## config.mk

```make
export PLATFORM = sky130hd
export DESIGN_NAME = uart_port
export DESIGN_NICKNAME = d
export VERILOG_FILES = /design/src/rtl/uart_port.sv
export SDC_FILE = /design/constraint.sdc
export NUM_CORES = 1
export LEC_CHECK = 0
export CAP_MARGIN = 20
export CORE_UTILIZATION = 60
export CTS_CLUSTER_DIAMETER = 60
export DETAILED_ROUTE_END_ITERATION = 10
export GPL_TIMING_DRIVEN = 0
export PLACE_DENSITY = 0.84
export SYNTH_ARGS = -nofsm -noshare
export SYNTH_HDL_FRONTEND = slang
export SYNTH_SLANG_ARGS = --single-unit
```

## constraint.sdc

```tcl
create_clock -name clk -period 7.86 [get_ports clk]
set_clock_uncertainty 0.05 [all_clocks]
set_input_delay 1.572 -clock clk [delete_from_list [all_inputs] [get_ports clk]]
set_output_delay 1.572 -clock clk [all_outputs]
set_load 0.05 [all_outputs]
```

## src/rtl/uart_port.sv

```systemverilog
// rtl/uart_port.sv - memory-bus slave 8N1 UART with TX FIFO and 1-deep RX holding register
// Ports:
//   clk, reset      system clock, synchronous active-high reset
//   cs, wen, addr   bus select, write enable, register select (0 DR, 1 SR, 2 CTRL, 3 BRR)
//   din, dout       bus write data, combinational read data (no read side effects)
//   rxd, txd        serial input (asynchronous, idle high), serial output (idle high)
//   irq             level interrupt, registered
module uart_port #(
    parameter int          WIDTH     = 32,
    parameter int          FIFO_AW   = 2,
    parameter logic [15:0] BRR_RESET = 16'd86
) (
    input  logic             clk,
    input  logic             reset,
    input  logic             cs,
    input  logic             wen,
    input  logic [1:0]       addr,
    input  logic [WIDTH-1:0] din,
    output logic [WIDTH-1:0] dout,
    input  logic             rxd,
    output logic             txd,
    output logic             irq
);
    localparam int DEPTH = 1 << FIFO_AW;
    localparam logic [FIFO_AW:0] FULL_CNT = DEPTH[FIFO_AW:0];

    typedef enum logic [1:0] {S_IDLE, S_START, S_DATA, S_STOP} state_t;

    logic [15:0] brr;
    logic [1:0]  ctrl;
    logic        wr_dr, wr_sr, wr_ctrl, wr_brr;

    assign wr_dr   = cs & wen & (addr == 2'd0);
    assign wr_sr   = cs & wen & (addr == 2'd1);
    assign wr_ctrl = cs & wen & (addr == 2'd2);
    assign wr_brr  = cs & wen & (addr == 2'd3);

    logic unused_din;
    assign unused_din = ^din[WIDTH-1:16];

    // TX FIFO
    logic [7:0]         fifo_mem [DEPTH];
    logic [FIFO_AW-1:0] wr_ptr, rd_ptr;
    logic [FIFO_AW:0]   count;
    logic               fifo_empty, fifo_full, push, tx_pop;

    assign fifo_empty = (count == '0);
    assign fifo_full  = (count == FULL_CNT);
    // A push into a full FIFO is dropped even if the shifter pops in the same cycle.
    assign push       = wr_dr & ~fifo_full;

    always_ff @(posedge clk) begin
        if (push) fifo_mem[wr_ptr] <= din[7:0];
    end

    always_ff @(posedge clk) begin
        if (reset) begin
            wr_ptr <= '0;
            rd_ptr <= '0;
            count  <= '0;
        end else begin
            if (push)   wr_ptr <= wr_ptr + 1'b1;
            if (tx_pop) rd_ptr <= rd_ptr + 1'b1;
            count <= count + {{FIFO_AW{1'b0}}, push} - {{FIFO_AW{1'b0}}, tx_pop};
        end
    end

    // TX shifter
    state_t      tx_state, tx_next;
    logic [15:0] tx_cnt;
    logic [2:0]  tx_bit;
    logic [7:0]  tx_shift;
    logic        tx_tick;

    assign tx_tick = (tx_cnt == 16'd0);

    always_comb begin
        tx_next = tx_state;
        tx_pop  = 1'b0;
        case (tx_state)
            S_IDLE:  if (!fifo_empty) begin tx_next = S_START; tx_pop = 1'b1; end
            S_START: if (tx_tick) tx_next = S_DATA;
            S_DATA:  if (tx_tick && tx_bit == 3'd7) tx_next = S_STOP;
            S_STOP:  if (tx_tick) begin
                         // Back-to-back frames: go straight to START with no idle bit.
                         if (!fifo_empty) begin tx_next = S_START; tx_pop = 1'b1; end
                         else tx_next = S_IDLE;
                     end
            default: tx_next = S_IDLE;
        endcase
    end

    always_ff @(posedge clk) begin
        if (reset) tx_state <= S_IDLE;
        else       tx_state <= tx_next;
    end

    always_ff @(posedge clk) begin
        if (reset) begin
            tx_cnt   <= '0;
            tx_bit   <= '0;
            tx_shift <= '0;
        end else if (tx_pop) begin
            tx_shift <= fifo_mem[rd_ptr];
            tx_cnt   <= brr;
            tx_bit   <= '0;
        end else if (tx_state != S_IDLE) begin
            if (tx_tick) begin
                // BRR is only sampled here, so a write never stretches the current bit.
                tx_cnt <= brr;
                if (tx_state == S_DATA) begin
                    tx_shift <= tx_shift >> 1;
                    tx_bit   <= tx_bit + 3'd1;
                end
            end else begin
                tx_cnt <= tx_cnt - 16'd1;
            end
        end
    end

    always_comb begin
        case (tx_state)
            S_START: txd = 1'b0;
            S_DATA:  txd = tx_shift[0];
            default: txd = 1'b1;
        endcase
    end

    // RX
    logic        rx_s1, rx_s2;
    state_t      rx_state, rx_next;
    logic [15:0] rx_cnt, half_load;
    logic [2:0]  rx_bit;
    logic [7:0]  rx_shift, rx_data;
    logic        rx_tick, rx_done, rx_pop;
    logic        rx_valid, rx_ovr, rx_ferr, tx_drop;

    assign rx_tick = (rx_cnt == 16'd0);
    assign rx_done = (rx_state == S_STOP) && rx_tick;
    assign rx_pop  = wr_sr & din[0];

    // Half-bit delay of (BRR+1)/2 clks expressed as a countdown load value.
    always_comb begin
        if (brr[0] || brr == 16'd0) half_load = brr >> 1;
        else                        half_load = (brr >> 1) - 16'd1;
    end

    always_ff @(posedge clk) begin
        if (reset) begin
            rx_s1 <= 1'b1;
            rx_s2 <= 1'b1;
        end else begin
            rx_s1 <= rxd;
            rx_s2 <= rx_s1;
        end
    end

    always_comb begin
        rx_next = rx_state;
        case (rx_state)
            S_IDLE:  if (!rx_s2) rx_next = S_START;
            S_START: if (rx_tick) rx_next = rx_s2 ? S_IDLE : S_DATA;
            S_DATA:  if (rx_tick && rx_bit == 3'd7) rx_next = S_STOP;
            S_STOP:  if (rx_tick) rx_next = S_IDLE;
            default: rx_next = S_IDLE;
        endcase
    end

    always_ff @(posedge clk) begin
        if (reset) rx_state <= S_IDLE;
        else       rx_state <= rx_next;
    end

    always_ff @(posedge clk) begin
        if (reset) begin
            rx_cnt   <= '0;
            rx_bit   <= '0;
            rx_shift <= '0;
        end else if (rx_state == S_IDLE) begin
            rx_cnt <= half_load;
            rx_bit <= '0;
        end else if (rx_tick) begin
            rx_cnt <= brr;
            if (rx_state == S_DATA) begin
                rx_shift <= {rx_s2, rx_shift[7:1]};
                rx_bit   <= rx_bit + 3'd1;
            end
        end else begin
            rx_cnt <= rx_cnt - 16'd1;
        end
    end

    // Status, control and interrupt. Flag sets are placed after clears so a
    // simultaneous event wins over a software clear.
    always_ff @(posedge clk) begin
        if (reset) begin
            rx_data  <= '0;
            rx_valid <= 1'b0;
            rx_ovr   <= 1'b0;
            rx_ferr  <= 1'b0;
            tx_drop  <= 1'b0;
            ctrl     <= '0;
            brr      <= BRR_RESET;
            irq      <= 1'b0;
        end else begin
            if (wr_sr && din[3]) rx_ovr  <= 1'b0;
            if (wr_sr && din[4]) rx_ferr <= 1'b0;
            if (wr_sr && din[5]) tx_drop <= 1'b0;
            if (wr_dr && fifo_full) tx_drop <= 1'b1;
            if (rx_done) begin
                rx_data  <= rx_shift;
                rx_valid <= 1'b1;
                if (!rx_s2) rx_ferr <= 1'b1;
                if (rx_valid && !rx_pop) rx_ovr <= 1'b1;
            end else if (rx_pop) begin
                rx_valid <= 1'b0;
            end
            if (wr_ctrl) ctrl <= din[1:0];
            if (wr_brr)  brr  <= din[15:0];
            irq <= (ctrl[0] & rx_valid) | (ctrl[1] & fifo_empty);
        end
    end

    always_comb begin
        dout = '0;
        case (addr)
            2'd0: dout[7:0]  = rx_data;
            2'd1: dout[5:0]  = {tx_drop, rx_ferr, rx_ovr,
                                fifo_empty && tx_state == S_IDLE, fifo_full, rx_valid};
            2'd2: dout[1:0]  = ctrl;
            default: dout[15:0] = brr;
        endcase
    end
endmodule

```

# Word level (Yosys, flattened, before mapping)
# Memories as Yosys holds them, arrays and structs flattened. A register that Yosys moved wholly into a read port is not among the register bits.
# Index checks and enable logic that the tools add are counted.
# totals
ff_bits,98
ram_bits,32
input_bits,39
out_inout_bits,34
word_cells,141
n_memories,1
# mem_list
name,depth,width,read_ports,rd_ports_with_merged_regs,write_ports,line_no,source
fifo_mem,4,8,1,1,1,42,logic [7:0] fifo_mem [DEPTH];
# classes
addsub,9
eq_ne,20
n_mux,44
bitwise_logic,12
n_reduce_logical,34
# ops
op,count
16-bit two-way mux,6
16-bit zero test,3
8-bit two-way mux,5
16-bit by 1-bit subtractor with 16-bit output (second input constant),2
2-bit two-way mux,11
2-bit != test (second input constant),8
2-bit case mux with 4 select lines,2
15-bit by 1-bit subtractor with 16-bit output (second input constant),1
1-bit two-way mux,15
2-bit == test (second input constant),6
4-bit case mux with 3 select lines,1
2-bit nonzero test,6
1-bit bitwise AND,9
3-bit == test (second input constant),3
1-bit logical AND,9
3-bit AND reduction,3
4-bit AND reduction,2
3-bit by 1-bit adder with 3-bit output (second input constant),2
2-bit by 1-bit == test with 1-bit output (second input constant),3
2-bit zero test,3
2-bit case mux with 3 select lines,1
2-bit OR reduction,3
2-bit by 1-bit adder with 2-bit output (second input constant),2
1-bit case mux with 2 select lines,2
other kinds (10),11

# Logic depth before layout (Yosys ltp)
# depth
word_depth,7
mapped_depth,14
ltp_nobuf,12

# Worst setup path after synthesis
# No wires, ideal clock.
# synth_path
kind,input -> output
start,input addr[0]
end,output dout[2]
t_arrival_ps,3343
required_ps,6238
setup_slack_ps,2895
stages,4
n_path_buf,2
cell_sequence,clkbuf_1 -> clkbuf_1 -> a31oi_1 -> o21ai_0
# synth_via
elab_chain_cells,2
elab_cells_between_ends,4
cone_classes,eq/ne: 2; mux: 1; reduce/logical: 1
# synth_lines
item,line_no,source
"start, declared",17,"input logic [1:0] addr,"
2-bit == test (tied with other cells),226,case (addr)
4-bit case mux with 3 select lines (*),226,
"end, declared",19,"output logic [WIDTH-1:0] dout,"
# Every way passes the cells marked *; elsewhere a longest branch is shown, timed or not.

# Worst setup path in the final report
# Ends and elaborated chain as after synthesis.

==> metrics.md <==
| Metric | Value |
|---|---|
| Input/output buffers | `40` |
| Min-Delay Path Class | `reg -> reg` |
| Final period demand of the worst path | `5.85 ns` |
| Initial antenna violation count | `0` |
| Antenna-violating nets left | `0` |
| Yosys top cell area share | `0.294` |
| Vias per std cell | `6.25` |
| Post-CTS Hold Fix Bufs | `0` |
| Leakage power of the design | `0.00298 uW` |
| Instance count of the mapped netlist | `744` |
| Number of flip-flops and latches in the synthesized netlist | `132` |
| Post-place instance area | `7430 sq um` |
| Layout net count | `877` |
| Share of post-route cells with drive strength above 1 | `0.0962` |
| Remaining max-slew budget at the tightest pin | `0.498` |
| Area delta synth->final | `17.9%` |
| Average wire per cell in the routed design | `19.3 um` |
| Post-synth top flop | `dfxtp_1` |
| Worst IR Drop VDD | `0.239 mV` |
| Count of final hold-check violations | `0` |
| Critical Path Sink Type | `primary output` |
| Slew at the pin closest to its max-slew limit | `0.746 ns` |
| Starting DRT DRC Count | `659` |
| Critical Path Start | `addr[0]` |
| Die Width | `108 um` |
| Sum of routed wire length over all layers | `18800 um` |
| Detailed-route via count | `6071` |
| Leftover overflow at the end of global routing | `0` |
| Launching element type of the critical path | `input port` |
| Required time of the critical path | `6.24 ns` |
| Reg-to-reg endpoint | `count[2]` |
| Setup crit end | `dout[2]` |
| Hold slack final | `0.367 ns` |
| Post CTS Setup Buffer Count | `0` |
| Number of enable-type register cells in the synthesized netlist | `32` |
| Run status | `finished clean` |
| Final design instance area without fill | `8020 sq um` |
| Top-level port count | `73` |
| First-pass GRT wire length | `29900 um` |
| Yosys cell types | `65` |
| Data arrival time of the critical path | `4.23 ns` |
| Worst skew pair latency | `0.42 ns` |
| Number of warnings reported in the yosys synthesis log | `0` |
| Async set or reset register ratio after synthesis | `0` |
| Max Clock Freq | `171 MHz` |
| CTS buffer count | `17` |
| Total chip power | `2670 uW` |
| Die area | `11800 sq um` |
| Launch instance of the worst register-to-register path | `tx_cnt[0]` |
| Via count of the first global-routing pass | `5907` |
| Cell depth of the worst min-delay path | `1` |
| Clk root buf | `clkbuf_16` |
| Detailed Place HPWL | `12800 um` |
| Setup Total Neg Slack | `0 ns` |
| Reg2reg setup slack | `4.28 ns` |
| Sequential area share after synthesis | `0.436` |
| Htree depth | `4` |
| Drt first pass iters | `6` |
| Largest fanout of any net on the critical path | `10` |
| Top cells by area in the synthesized netlist | `dfxtp_1 29%, edfxtp_1 14%, nor2_1 4.5%` |
| Number of failing setup endpoints in the final timing report | `0` |
| Clock tree sinks | `132` |
| FP Rows | `38` |
| Maximum number of pins on one net before global-route repair | `17` |
| Initial Utilization | `0.622` |
| Total routing resource utilization after global routing | `0.336` |
| Worst Path Class, Setup | `in -> out` |
| Top-count cell post-synth | `dfxtp_1` |
| Clock Tree Buf Depth | `2` |
| Average cell area after synthesis | `9.14 sq um` |
| Inserted Diodes | `0` |
| Post-synth design cell area | `6800 sq um` |
| Floorplan core area | `10900 sq um` |
| Register clock-pin slew on the reported worst setup and hold paths | `0.06 ns` |
| Count of unresolved DRC violations after routing | `0` |
| Resized Gates After CTS | `0` |
| Max-cap check violation count | `0` |
| Final count of pins violating max slew | `0` |
| Ratio of final minimum period to clock period | `0.744` |
| GP Congestion | `0.978` |
| Ratio of total power to cell area | `333 nW/um^2` |
| Top cells by count, synth | `100 x dfxtp_1, 82 x nor2_1, 78 x nand2_1` |
| Clock tree from TritonCTS | `built` |
| Die extent in y | `108 um` |
| Reg2reg path depth | `14` |
| Setup repair after global routing missed its margin | `no` |
| Post-synthesis cell type with the largest combined area | `dfxtp_1` |
## worst min-delay path by stage
| stage | startpoint | endpoint |
|---|---|---|
| 2_1_floorplan | rx_s1 | rx_s2 |
| 3_3_place_gp | rx_s1 | rx_s2 |
| 3_5_place_dp | rx_s1 | rx_s2 |
| 4_1_cts | rx_s1 | rx_s2 |
| 5_1_grt | rx_s1 | rx_s2 |
| 6_report | rx_s1 | rx_s2 |
## sequential cells by signal (all words and copies together), names as in the netlist, 2 cells and up, named ones only
signal,cells
tx_cnt,16
tx_state,2
brr,16
rx_shift,8
rd_ptr,2
rx_data,8
wr_ptr,2
rx_cnt,16
fifo_mem,32
ctrl,2
rx_bit,3
count,3
tx_shift,8
tx_bit,3
## layout by cell type (no fill, tap or decap), drive strengths merged, types with 9 or more instances in the layout
master / count
nor4: 23
nor3: 32
nand3: 15
buf: 33
clkdlybuf4s50: 40
mux4: 10
inv: 31
nand2: 78
edfxtp: 32
ha: 18
a21oi: 39
dfxtp: 100
conb: 16
xnor2: 20
nor2: 82
clkbuf: 54
a311oi: 9
o21ai: 21
mux2i: 30
and3: 13
a31oi: 13
a211oi: 9
## worst max-delay path, stage by stage
cell,delay (ns)
clkdlybuf4s50_1,0.55
clkbuf_1,0.47
clkbuf_1,0.40
a31oi_1,0.14
o21ai_0,0.25
clkdlybuf4s50_1,0.85
## where the power goes
group / internal [uW] / switching [uW]
registers: 765 / 64.8
logic: 395 / 662
clock network: 449 / 336
total: 1610 / 1060
## metal layers
metal,part of all wire,vias to the layer above,GRT usage
li1,-,2807,-
met1,0.41,2874,0.431
met2,0.47,334,0.532
met3,0.091,56,0.0850
met4,0.032,0,0.153
met5,0,-,0
## through the flow
stage / std cells / setup slack, ns / util
4_1_cts: 971 / 2.09 / 0.733
2_1_floorplan: 759 / 2.89 / -
3_5_place_dp: 939 / 2.13 / 0.680
3_3_place_gp: 939 / 2.18 / 0.680
5_1_grt: 972 / 1.96 / 0.733
6_report: 972 / 2.01 / 0.733
## cell type report
| cell class | instances | area (sq um) |
|---|---|---|
| multi-input combinational | 538 | 3470 |
| sequential | 132 | 2960 |
| fill | 774 | 2920 |
| clock buffer | 17 | 425 |
| timing repair buffer | 41 | 405 |
| buffer | 69 | 349 |
| tap | 140 | 175 |
| clock inverter | 15 | 156 |
| inverter | 20 | 75.1 |
## logic make-up after synthesis
group | Yosys count | synth area share
AO/OA/AOI/OAI | 129 | 0.125
XOR/XNOR | 25 | 0.0322
adder cells (fa/ha/maj) | 19 | 0.0361
buffers and inverters | 89 | 0.0624
flip-flops | 132 | 0.436
multiplexers | 40 | 0.0773
other | 1 | 0.000551
AND/OR/NAND/NOR | 309 | 0.231
Note: power is estimated with default switching activity, not from simulation.
